==> src/rtl/c_tile_drain_stream.sv <==
// Drains an M x N result tile from the C-tile SRAM controller over a single-outstanding
// read port into a FWFT FIFO. Define C_DRAIN_COL_MAJOR_EN for column-major traversal.
module c_tile_drain_stream #(
    parameter int unsigned M          = 8,
    parameter int unsigned N          = 8,
    parameter int unsigned DATA_W     = 32,
    parameter int unsigned FIFO_DEPTH = 4,
    parameter int unsigned ROW_W      = (M <= 1) ? 1 : $clog2(M),
    parameter int unsigned COL_W      = (N <= 1) ? 1 : $clog2(N)
) (
    input  logic              clk,
    input  logic              rst,
    input  logic              go,
    input  logic              c_valid_i,
    output logic              rd_en,
    output logic              rd_re,
    output logic [ROW_W-1:0]  rd_row,
    output logic [COL_W-1:0]  rd_col,
    input  logic [DATA_W-1:0] rd_data,
    input  logic              rd_rvalid,
    output logic              m_valid,
    input  logic              m_ready,
    output logic [DATA_W-1:0] m_data,
    output logic [ROW_W-1:0]  m_row,
    output logic [COL_W-1:0]  m_col,
    output logic              m_last,
    output logic              busy,
    output logic              done
);

    localparam int unsigned PTR_W = (FIFO_DEPTH <= 1) ? 1 : $clog2(FIFO_DEPTH);
    localparam int unsigned CNT_W = PTR_W + 1;
    localparam int unsigned ENT_W = DATA_W + ROW_W + COL_W + 1;

    typedef enum logic [2:0] {StIdle, StWaitCv, StReq, StWaitRd, StFlush} state_e;

    state_e           state_q, state_d;
    logic [ROW_W-1:0] row_q, row_d, row_nxt;
    logic [COL_W-1:0] col_q, col_d, col_nxt;

    logic [ENT_W-1:0] mem_q [FIFO_DEPTH];
    logic [PTR_W-1:0] wr_ptr_q, rd_ptr_q;
    logic [CNT_W-1:0] cnt_q;
    logic             push, pop, empty, space, is_last;
    logic [ENT_W-1:0] head;

    assign is_last = (row_q == ROW_W'(M - 1)) && (col_q == COL_W'(N - 1));
    assign empty   = (cnt_q == '0);
    assign space   = (cnt_q < CNT_W'(FIFO_DEPTH));
    assign pop     = !empty && m_ready;

    always_comb begin
        row_nxt = row_q;
        col_nxt = col_q;
`ifdef C_DRAIN_COL_MAJOR_EN
        if (row_q == ROW_W'(M - 1)) begin
            row_nxt = '0;
            col_nxt = (col_q == COL_W'(N - 1)) ? '0 : col_q + COL_W'(1);
        end else begin
            row_nxt = row_q + ROW_W'(1);
        end
`else
        if (col_q == COL_W'(N - 1)) begin
            col_nxt = '0;
            row_nxt = (row_q == ROW_W'(M - 1)) ? '0 : row_q + ROW_W'(1);
        end else begin
            col_nxt = col_q + COL_W'(1);
        end
`endif
    end

    always_comb begin
        state_d = state_q;
        row_d   = row_q;
        col_d   = col_q;
        rd_en   = 1'b0;
        rd_re   = 1'b0;
        push    = 1'b0;
        done    = 1'b0;
        unique case (state_q)
            StIdle: begin
                if (go) begin
                    state_d = StWaitCv;
                    row_d   = '0;
                    col_d   = '0;
                end
            end
            StWaitCv: begin
                if (c_valid_i) state_d = StReq;
            end
            // A free slot is reserved before issuing, so the return can always be pushed.
            StReq: begin
                if (space) begin
                    rd_en   = 1'b1;
                    rd_re   = 1'b1;
                    state_d = StWaitRd;
                end
            end
            StWaitRd: begin
                if (rd_rvalid) begin
                    push    = 1'b1;
                    row_d   = row_nxt;
                    col_d   = col_nxt;
                    state_d = is_last ? StFlush : StReq;
                end
            end
            StFlush: begin
                if (pop && cnt_q == CNT_W'(1)) begin
                    done    = 1'b1;
                    state_d = StIdle;
                end
            end
            default: state_d = StIdle;
        endcase
    end

    always_ff @(posedge clk) begin
        if (rst) begin
            state_q  <= StIdle;
            row_q    <= '0;
            col_q    <= '0;
            wr_ptr_q <= '0;
            rd_ptr_q <= '0;
            cnt_q    <= '0;
        end else begin
            state_q <= state_d;
            row_q   <= row_d;
            col_q   <= col_d;
            if (push) wr_ptr_q <= wr_ptr_q + PTR_W'(1);
            if (pop)  rd_ptr_q <= rd_ptr_q + PTR_W'(1);
            if (push && !pop)      cnt_q <= cnt_q + CNT_W'(1);
            else if (pop && !push) cnt_q <= cnt_q - CNT_W'(1);
        end
    end

    always_ff @(posedge clk) begin
        if (push) mem_q[wr_ptr_q] <= {rd_data, row_q, col_q, is_last};
    end

    assign head    = mem_q[rd_ptr_q];
    assign m_valid = !empty;
    assign {m_data, m_row, m_col, m_last} = m_valid ? head : '0;
    assign rd_row  = row_q;
    assign rd_col  = col_q;
    assign busy    = (state_q != StIdle);

endmodule

==> config.mk <==
export PLATFORM = sky130hd
export DESIGN_NAME = c_tile_drain_stream
export DESIGN_NICKNAME = d
export VERILOG_FILES = /design/src/rtl/c_tile_drain_stream.sv
export SDC_FILE = /design/constraint.sdc
export NUM_CORES = 1
export LEC_CHECK = 0
export BUFFER_PORTS_ARGS = -buffer_cell sky130_fd_sc_hd__buf_2
export CORE_UTILIZATION = 55
export CTS_BUF_LIST = sky130_fd_sc_hd__clkbuf_16
export CTS_CLUSTER_SIZE = 28
export DETAILED_ROUTE_END_ITERATION = 7
export GPL_ROUTABILITY_DRIVEN = 0
export PLACE_DENSITY = 0.78
export SYNTH_ARGS = -nofsm -noshare
export SYNTH_HDL_FRONTEND = slang
export SYNTH_SLANG_ARGS = --single-unit
==> constraint.sdc <==
create_clock -name clk -period 3.6 [get_ports clk]
set_clock_uncertainty 0.05 [all_clocks]
set_input_delay 0.36 -clock clk [delete_from_list [all_inputs] [get_ports clk]]
set_output_delay 0.36 -clock clk [all_outputs]
set_load 0.1 [all_outputs]
==> impl_metrics.py, run 1 <==
metrics = {
    "sta": {
        "fin_crit_ns": 2.756,
        "max-slew-margin-rel_pct": 49.11,
        "rsz0062_at_grt": "no",
        "final_max_slew_viol_count": 0,
        "whs_ns": 0.1023,
        "fmax_ghz": 0.3628,
        "timing_hold_violations_final": 0,
        "setup_tns_ns": 0,
        "setup_viol": 0,
        "tightest_slew_ns": 0.7634,
        "timing.final.crit_share_pct": 76.56,
    },
    "clock_network": {
        "clk_pin_slew_ns": 0.06,
        "h-tree-depth": 4,
        "hold_buffers": 0,
        "cts_tree": "built",
        "post_cts_buffers": 0,
        "root_buffer": "clkbuf_16",
        "cts.path.max_buffers": 2,
        "numCtsBuffers": 17,
        "cts_resized": 0,
        "worstSkewPairLatency_ns": 0.42,
        "clock_sink_count": 174,
    },
    "critical_path": {
        "crit_arrival_ns": 2.35,
        "r2r_setup_slack_ns": 1.22,
        "startpoint": "cnt_q[0]",
        "crit_top_cell": "inv_1",
        "worstSetupEndpointType": "primary output",
        "worstPathCellList": "inv_1, ha_1, nor2b_1, inv_1, buf_4, and2_1, buf_2",
        "reg2reg_depth": 3,
        "critPathRequiredTime_ns": 3.19,
        "r2r-end": "mem_q[0][16]",
        "critical_path_class": "reg2out",
        "max_stage_delay_ns": 0.42,
        "crit_path_end": "m_data[10]",
        "cp_max_fo": 40,
        "start_kind": "register",
        "cp_slowest_cell": "buf_2",
        "reg2reg_from": "state_q[0]",
    },
    "flow_run": {
        "maxCapViolations": 0,
    },
    "placement": {
        "place_area_mm2": 0.007617,
        "io_buffers": 87,
        "hpwl_um": 7546,
    },
    "global_routing": {
        "grt_pass1_vias": 3558,
        "antenna_found_initial": 0,
        "grt_first_pass_wirelength_um": 18620,
        "grt_use_total_pct": 20.00,
        "grt_overflow_total": 0,
        "grt_max_degree": 41,
    },
    "layout": {
        "drive_above_1_share_pct": 36.21,
        "fillers": 840,
        "diodes": 0,
        "final_util_pct": 67.41,
        "regArea_mm2": 0.005047,
        "final_area_mm2": 0.008198,
        "multi_input_area_mm2": 0.001794,
        "areaGrowthSynthToFinish_pct": 17.71,
        "final_cell_mix": "156 x edfxtp_1, 87 x buf_2, 40 x mux4_2, 40 x and2_1, 17 x clkbuf_16",
        "final_common_cell": "edfxtp_1",
        "nNetsFinal": 513,
    },
    "pwr": {
        "combPwrFrac_pct": 39.6,
        "seqPwrFrac_pct": 34.0,
        "power_leakage_uw": 0.002918,
        "peakVddDrop_uv": 441.1,
        "power.total_uw": 6731,
        "p_sw_uw": 2825,
        "switching_share_pct": 41.97,
        "p_int_uw": 3906,
        "clkPwrFrac_pct": 26.4,
        "power_density_mw_per_mm2": 821.1,
    },
    "routing": {
        "antenna_left": 0,
        "drt-pass1-iter-count": 6,
        "drt_iter0_markers": 252,
        "via_per_inst": 5.507,
        "wl_um": 12180,
        "drc": 0,
        "wl_per_cell_um": 18.94,
        "num_vias": 3541,
    },
    "floorplanning": {
        "die_w_um": 114.5,
        "die-area_mm2": 0.01312,
        "io_pins": 88,
        "core_mm2": 0.01216,
        "initial_utilization_pct": 57.26,
        "fp.dieH_um": 114.5,
        "rows": 40,
    },
    "synthesis": {
        "seq_area_frac_synth_pct": 72.44,
        "synthTopCellsByArea": "edfxtp_1 67%, mux4_2 13%, dfxtp_1 5.2%, and2_1 4.0%, ha_1 2.3%",
        "yosys.area.top_type": "edfxtp_1",
        "syn_nets": 416,
        "synthesis.area_mm2": 0.006964,
        "avgSynthCellArea_um2": 19.08,
        "synth_cell_types": 36,
        "synth-seq-cells": 174,
        "synth_top_area_share_pct": 67.27,
        "syn_inst": 365,
        "yosys_warnings": 0,
    },
    "run_status": {
        "status": "complete, no violations",
    },
    "worst_hold_path": {
        "hp-class": "in2reg",
    },
}
-- worst min-delay path by stage --
stage / start / to / depth (start not counted)
global placement: rd_ptr_q[1] / register / 2
global route: rd_data[0] / mem_q[1][7] / 1
finish: rd_data[24] / mem_q[3][31] / 1
CTS: rd_data[24] / mem_q[3][31] / 1
detailed placement: rd_ptr_q[1] / register / 2
floorplan: rd_ptr_q[1] / register / 2
-- critical path, delay by kind of cell, from the launching register on --
kind / cells / cell delay, ns
fa+ha+maj: 1 / 0.20
flops: 1 / 0.39
simple gates: 2 / 0.36
buf+inv: 4 / 0.97
-- registers in the layout (all words and copies together) (netlist names), named ones only --
signal    cells
rd_col        3
state_q       3
wr_ptr_q      2
rd_ptr_q      2
mem_q       156
rd_row        3
cnt_q         3
-- metrics by stage --
step / worst slack (ns) / instances
final: 0.8439 / 643
after global routing: 0.6713 / 643
after CTS: 0.8009 / 643
after detailed placement: 1.209 / 611
after global placement: 1.270 / 611
after floorplan: 0.4400 / 365
-- cell families (layout without fill, tap and decap cells) --
| kind of cell | after synthesis | count (layout) | share of synthesized area (%) |
|---|---|---|---|
| xor+xnor | 3 | 3 | 0.3774 |
| simple gates | 82 | 82 | 7.133 |
| flops | 174 | 174 | 72.44 |
| buf+inv | 27 | 137 | 1.940 |
| mux | 49 | 49 | 14.23 |
| fa+ha+maj | 13 | 13 | 2.336 |
| compound gates | 17 | 17 | 1.545 |
-- layer usage --
metal | GRT usage, % | wire (µm) | vias up
met4 | 8.485 | 209 | 0
met1 | 24.49 | 5107 | 1818
met5 | 0 | 0 | -
met3 | 4.870 | 506 | 19
met2 | 34.14 | 6356 | 81
li1 | - | - | 1623
-- cells in the mapped netlist, drive strengths merged --
| cell | n |
|---|---|
| a21oi | 7 |
| nor3 | 1 |
| or3 | 2 |
| nand3 | 2 |
| or3b | 1 |
| edfxtp | 156 |
| nand4 | 1 |
| o21a | 1 |
| or4 | 1 |
| xnor2 | 2 |
| o21ai | 3 |
| o211ai | 1 |
| xor2 | 1 |
| a211oi | 1 |
| and4b | 2 |
| clkbuf | 8 |
| a32o | 1 |
| o31ai | 1 |
| mux4 | 40 |
| nand2b | 6 |
| nand2 | 8 |
| and2 | 44 |
| ha | 13 |
| buf | 11 |
| dfxtp | 18 |
| inv | 8 |
| nor2b | 3 |
| nand4bb | 1 |
| nor3b | 2 |
| a41oi | 1 |
| mux2i | 9 |
| and4bb | 1 |
| nor2 | 7 |
| a311oi | 1 |
-- cell type report --
| cell class | instances | area share (%) |
|---|---|---|
| clock buffer | 17 | 5.189 |
| clock inverter | 15 | 1.893 |
| inverter | 8 | 0.3663 |
| multi-input combinational | 164 | 21.89 |
| sequential | 174 | 61.57 |
| tap | 168 | 2.564 |
| timing repair buffer | 97 | 6.532 |
-- power groups by stage --
stage	logic [µW]	registers, µW	clock network (µW)
2_1_floorplan	2340	2290	0
4_1_cts	2690	2290	1810
3_5_place_dp	2680	2340	0
5_1_grt	2770	2300	1870
3_3_place_gp	2670	2330	0
6_report	2660	2290	1780
(Power assumes the default switching activity.)
==> run 2, diff against run 1 <==
--- a/config.mk
+++ b/config.mk
@@ -5,6 +5,7 @@
 export SDC_FILE = /design/constraint.sdc
 export NUM_CORES = 1
 export LEC_CHECK = 0
+export ABC_AREA = 1
 export BUFFER_PORTS_ARGS = -buffer_cell sky130_fd_sc_hd__buf_2
 export CORE_UTILIZATION = 55
 export CTS_BUF_LIST = sky130_fd_sc_hd__clkbuf_16
==> constraint.sdc (replaced) <==
create_clock -name clk -period 2.7 [get_ports clk]
set_clock_uncertainty 0.05 [all_clocks]
set_input_delay 0.27 -clock clk [delete_from_list [all_inputs] [get_ports clk]]
set_output_delay 0.27 -clock clk [all_outputs]
set_load 0.1 [all_outputs]
==> run 2 against run 1 <==
Critical path depth is 2 lower. Area after synthesis increased by 1.8%. Cell count rose by 38%. Wire length increased by 24%. Global-route usage up 4.8 points. Clock-buffer cell count unchanged. First-iteration DRC count grew 57%. Sequential cell count unchanged. Setup slack got worse by 0.53 ns. Register-to-register slack worse by 0.85 ns. Die area increased by 1.8%. Highest routed layer is now met5. Sequential share of layout area decreased by 6.1 points.
==> impl_metrics.py, run 2 <==
metrics = {
    "sta": {
        "timing.final.crit_share_pct": 88.19,
        "fmax_ghz": 0.4199,
        "max-slew-margin-rel_pct": 46.18,
        "fin_crit_ns": 2.381,
        "timing_hold_violations_final": 0,
        "setup_viol": 0,
        "final_max_slew_viol_count": 0,
        "tightest_slew_ns": 0.8061,
        "rsz0062_at_grt": "no",
        "whs_ns": 0.01615,
    },
    "synthesis": {
        "seq_area_frac_synth_pct": 71.14,
        "synth_top_area_share_pct": 66.06,
        "synth_cell_types": 29,
        "synth-seq-cells": 174,
        "yosys.area.top_type": "edfxtp_1",
        "synth_edf_count": 156,
        "syn_inst": 613,
        "ys.flop_type": "edfxtp_1",
        "synthTopCellsByArea": "edfxtp_1 66%, nor2_1 9.7%, o21ai_0 5.4%, dfxtp_1 5.1%, a21oi_1 3.3%",
        "synth-async-reset-ratio_pct": 0,
        "synthesis.area_mm2": 0.007092,
        "yosys_warnings": 0,
        "syn_nets": 664,
        "synth_most_common_cell": "nor2_1",
        "synthTopCellsByCount": "184 x nor2_1, 156 x edfxtp_1, 77 x o21ai_0",
        "avgSynthCellArea_um2": 11.57,
    },
    "worst_hold_path": {
        "holdPathStages": 1,
        "hold_end": "mem_q[2][12]",
        "hp-start": "rd_data[5]",
        "hp-class": "in2reg",
    },
    "layout": {
        "largest_register": "mem_q",
        "largest_register_ffs": 156,
        "drive_above_1_share_pct": 25.63,
        "nNetsFinal": 757,
        "areaGrowthSynthToFinish_pct": 28.37,
        "final_common_cell": "nor2_1",
        "final_cell_mix": "179 x nor2_1, 156 x edfxtp_1, 77 x o21ai_0",
        "diodes": 0,
    },
    "floorplanning": {
        "initial_utilization_pct": 56.20,
        "core_mm2": 0.01262,
        "die-area_mm2": 0.01335,
        "die_w_um": 115.6,
        "io_pins": 88,
        "fp.dieH_um": 115.6,
        "rows": 41,
    },
    "critical_path": {
        "critical_path_class": "reg2out",
        "critPathRequiredTime_ns": 2.38,
        "cp_max_fo": 44,
        "reg2reg_from": "cnt_q[0]",
        "reg2reg_depth": 12,
        "r2r-end": "cnt_q[2]",
        "worstSetupEndpointType": "primary output",
        "start_kind": "register",
        "r2r_setup_slack_ns": 0.37,
        "crit_arrival_ns": 2.06,
    },
    "global_routing": {
        "grt_max_degree": 79,
        "antenna_found_initial": 1,
        "grt_first_pass_wirelength_um": 24170,
        "grt_pass1_vias": 4860,
        "grt_use_total_pct": 24.85,
        "grt_overflow_total": 0,
    },
    "routing": {
        "wl_per_cell_um": 17.00,
        "antenna_left": 0,
        "drt_iter0_markers": 396,
        "wl_um": 15130,
        "num_vias": 4811,
        "drt-pass1-iter-count": 5,
        "via_per_inst": 5.406,
        "drc": 0,
    },
    "clock_network": {
        "worstSkewPairLatency_ns": 0.42,
        "clock_sink_count": 174,
        "numCtsBuffers": 17,
        "cts_tree": "built",
        "cts.path.max_buffers": 2,
        "cts_resized": 0,
        "post_cts_buffers": 0,
        "root_buffer": "clkbuf_16",
        "h-tree-depth": 4,
        "clk_pin_slew_ns": 0.06,
    },
    "run_status": {
        "status": "complete, no violations",
    },
    "placement": {
        "hpwl_um": 9158,
        "io_buffers": 87,
    },
    "flow_run": {
        "maxCapViolations": 0,
    },
}
==> run 2: cell types whose count changed after synthesis, sizes merged, moves of 9 or more <==
cell	delta
a21oi	+40
o21ai	+85
mux2i	-9
nand2	+15
mux4	-40
inv	+24
nor2	+179
and2	-43
==> run 2: cell families (layout without fill, tap and decap cells) <==
family,after synthesis,in the layout,share of synthesized area (%)
DFF,174,174,71.14
adders and majority gates,13,13,2.294
xor gates and xnor gates,3,3,0.3706
and+or+nand+nor,223,223,12.65
AOI/OAI and AO/OA,136,136,9.633
buffers and inverters,64,169,3.917
==> run 2: worst max-delay path, cell delays in order, from the launching register on <==
cell	delay (ns)
dfxtp_2	0.34
inv_2	0.40
buf_12	0.28
o21ai_0	0.16
a21oi_2	0.24
buf_12	0.20
==> run 2: metal layers <==
metal / GRT usage (%) / share of wire, %
met5: 0 / 0.086
met4: 10.48 / 1.6
met3: 6.747 / 6.0
met2: 42.44 / 53
met1: 29.86 / 39
==> run 2: timing repair <==
item,in CTS,in global routing
hold buffers,5,0
endpoints found under the setup margin,0,0
endpoints found under the hold margin,17,0
==> run 2: how the worst max path moves through the flow <==
stage,start,end,slack (ns),cells past startpoint
6_report,register,m_data[4],0.32,5
5_1_grt,cnt_q[0],cnt_q[2],0.15,12
4_1_cts,register,m_data[18],0.30,5
3_5_place_dp,cnt_q[0],cnt_q[2],0.45,12
3_3_place_gp,cnt_q[0],cnt_q[2],0.63,12
2_1_floorplan,state_q[1],rd_re,-0.38,3
==> run 2: per-stage QoR <==
step                      utilization (%)  instance area (µm²)  TNS (ns)  worst slack, ns  instances
final                               72.14                 9104         0           0.3187        890
after global routing                72.14                 9104         0           0.1517        890
after CTS                           72.14                 9104         0           0.3024        890
after detailed placement            67.15                 8474         0           0.4515        854
after global placement              67.15                 8474         0           0.6343        854
after floorplan                         -                 7226   -0.3775          -0.3775        613
==> run 2: cell type report <==
| type | count | area, µm² |
|---|---|---|
| sequential | 174 | 5047 |
| fill | 807 | 3516 |
| multi-input combinational | 375 | 1931 |
| timing repair buffer | 105 | 1206 |
| clock buffer | 17 | 425.4 |
| tap | 172 | 215.2 |
| clock inverter | 14 | 153.9 |
| inverter | 33 | 125.1 |
Power of run 2 is left out: the tool's default activity adds up to more than one toggle a clock period on the data nets, which glitch-free logic cannot reach.
==> run 3, diff against run 2 <==
--- a/config.mk
+++ b/config.mk
@@ -12,7 +12,7 @@
 export CTS_CLUSTER_SIZE = 28
 export DETAILED_ROUTE_END_ITERATION = 7
 export GPL_ROUTABILITY_DRIVEN = 0
-export PLACE_DENSITY = 0.78
+export PLACE_DENSITY = 0.88
 export SYNTH_ARGS = -nofsm -noshare
 export SYNTH_HDL_FRONTEND = slang
 export SYNTH_SLANG_ARGS = --single-unit
==> run 3 against run 2 <==
Non-clock buffer count shrank 4. Register-to-register slack improved by 0.35 ns. Fmax is 8.4% lower. Cell count decreased by 0.34%. Design area is 0.11% lower. Sequential share of layout area grew 0.12 points. Worst hold slack improved by 0.0013 ns. Clock-buffer cell count is the same. Die area unchanged.
==> impl_metrics.py, run 3 (synthesized netlist as in run 2, its figures left out) <==
metrics = {
    "routing": {
        "drt_iter0_markers": 434,
        "via_per_inst": 5.555,
        "antenna_left": 0,
        "drt-pass1-iter-count": 5,
        "num_vias": 4927,
        "drc": 0,
        "wl_per_cell_um": 17.26,
        "wl_um": 15310,
    },
    "global_routing": {
        "grt_overflow_total": 0,
        "gr-max-usage-layer": "met2",
        "antenna_found_initial": 1,
        "grt_use_met1_pct": 27.77,
        "grt_max_degree": 41,
        "met2_usage_pct": 44.47,
        "grt_use_total_pct": 24.92,
        "gr-usage-met3_pct": 4.916,
        "grt_first_pass_wirelength_um": 24210,
        "grt_pass1_vias": 5067,
    },
    "flow_run": {
        "maxCapViolations": 0,
    },
    "floorplanning": {
        "fp.dieH_um": 115.6,
        "io_pins": 88,
        "rows": 41,
        "die-area_mm2": 0.01335,
        "die_w_um": 115.6,
        "initial_utilization_pct": 56.20,
        "core_mm2": 0.01262,
    },
    "worst_hold_path": {
        "hp-class": "in2reg",
    },
    "clock_network": {
        "worstSkewPairLatency_ns": 0.42,
        "h-tree-depth": 4,
        "numCtsBuffers": 17,
        "root_buffer": "clkbuf_16",
        "cts_tree": "built",
        "post_cts_buffers": 0,
        "clk_pin_slew_ns": 0.06,
        "clock_sink_count": 174,
        "cts.path.max_buffers": 2,
    },
    "placement": {
        "io_buffers": 87,
        "hpwl_um": 9490,
        "post-place-ws_ns": 0.09453,
        "place_area_mm2": 0.008472,
    },
    "layout": {
        "largest_register_ffs": 156,
        "areaGrowthSynthToFinish_pct": 28.23,
        "diodes": 0,
        "final_util_pct": 72.06,
        "final_cell_mix": "179 x nor2_1, 156 x edfxtp_1, 77 x o21ai_0",
        "largest_register": "mem_q",
        "final_common_cell": "nor2_1",
        "final_area_mm2": 0.009094,
        "nNetsFinal": 753,
        "drive_above_1_share_pct": 25.03,
    },
    "critical_path": {
        "max_stage_delay_ns": 0.66,
        "worstPathCellList": "inv_4, nor2_1, o21ai_0, a21oi_2, buf_12",
        "critPathRequiredTime_ns": 2.38,
        "cp_max_fo": 40,
        "worstSetupEndpointType": "primary output",
        "critical_path_class": "reg2out",
        "start_kind": "register",
        "crit_arrival_ns": 2.28,
        "cp_slowest_cell": "dfxtp_4",
    },
    "sta": {
        "setup_viol": 0,
        "rsz0062_at_grt": "no",
        "fin_crit_ns": 2.600,
        "fin_ws_ns": 0.09965,
        "timing_hold_violations_final": 0,
        "fmax_ghz": 0.3846,
        "tightest_slew_ns": 0.4988,
        "max-slew-margin-rel_pct": 66.75,
        "final_max_slew_viol_count": 0,
        "timing.final.crit_share_pct": 96.31,
    },
    "run_status": {
        "status": "complete, no violations",
    },
}
-- run 3: critical path, delay by kind of cell, from the launching register on --
| kind | cells | cell delay [ns] |
|---|---|---|
| simple gates | 1 | 0.18 |
| buf+inv | 2 | 0.53 |
| compound gates | 2 | 0.45 |
| flops | 1 | 0.66 |
-- run 3: path summary, 6_finish.rpt --
kind                            slack, ns      endpoint  cells past startpoint         from
worst max-delay path                  0.1    m_data[19]                      5     register
worst min-delay path                 0.02  mem_q[3][36]                      1  rd_data[29]
worst max register to register       0.72      cnt_q[2]                     11     cnt_q[0]
worst min register to register       0.44   rd_ptr_q[0]                      1  rd_ptr_q[0]
-- run 3: metrics by stage --
step,hold WS [ns],cells,setup TNS (ns)
2_1_floorplan,0.2891,613,-0.3775
3_3_place_gp,0.4073,852,0
3_5_place_dp,0.4231,852,0
4_1_cts,0.003908,887,0
5_1_grt,0.005932,887,0
6_report,0.01745,887,0
-- run 3: cell type report --
class | instances | area, µm²
clock inverter | 15 | 155.1
fill | 832 | 3526
clock buffer | 17 | 425.4
tap | 172 | 215.2
sequential | 174 | 5052
multi-input combinational | 375 | 1931
timing repair buffer | 101 | 1187
inverter | 33 | 127.6
-- run 3: metal layers --
| metal | vias up | wire, µm |
|---|---|---|
| met4 | 2 | 447 |
| met5 | - | 11 |
| met1 | 2373 | 5844 |
| li1 | 2296 | - |
| met3 | 42 | 861 |
| met2 | 214 | 8148 |
-- run 3: repair_timing --
action,CTS,global route
endpoints found under the hold margin,11,0
hold buffers,3,0
resized for setup,2,2
endpoints found under the setup margin,39,20
Power of run 3 is left out for the same reason.
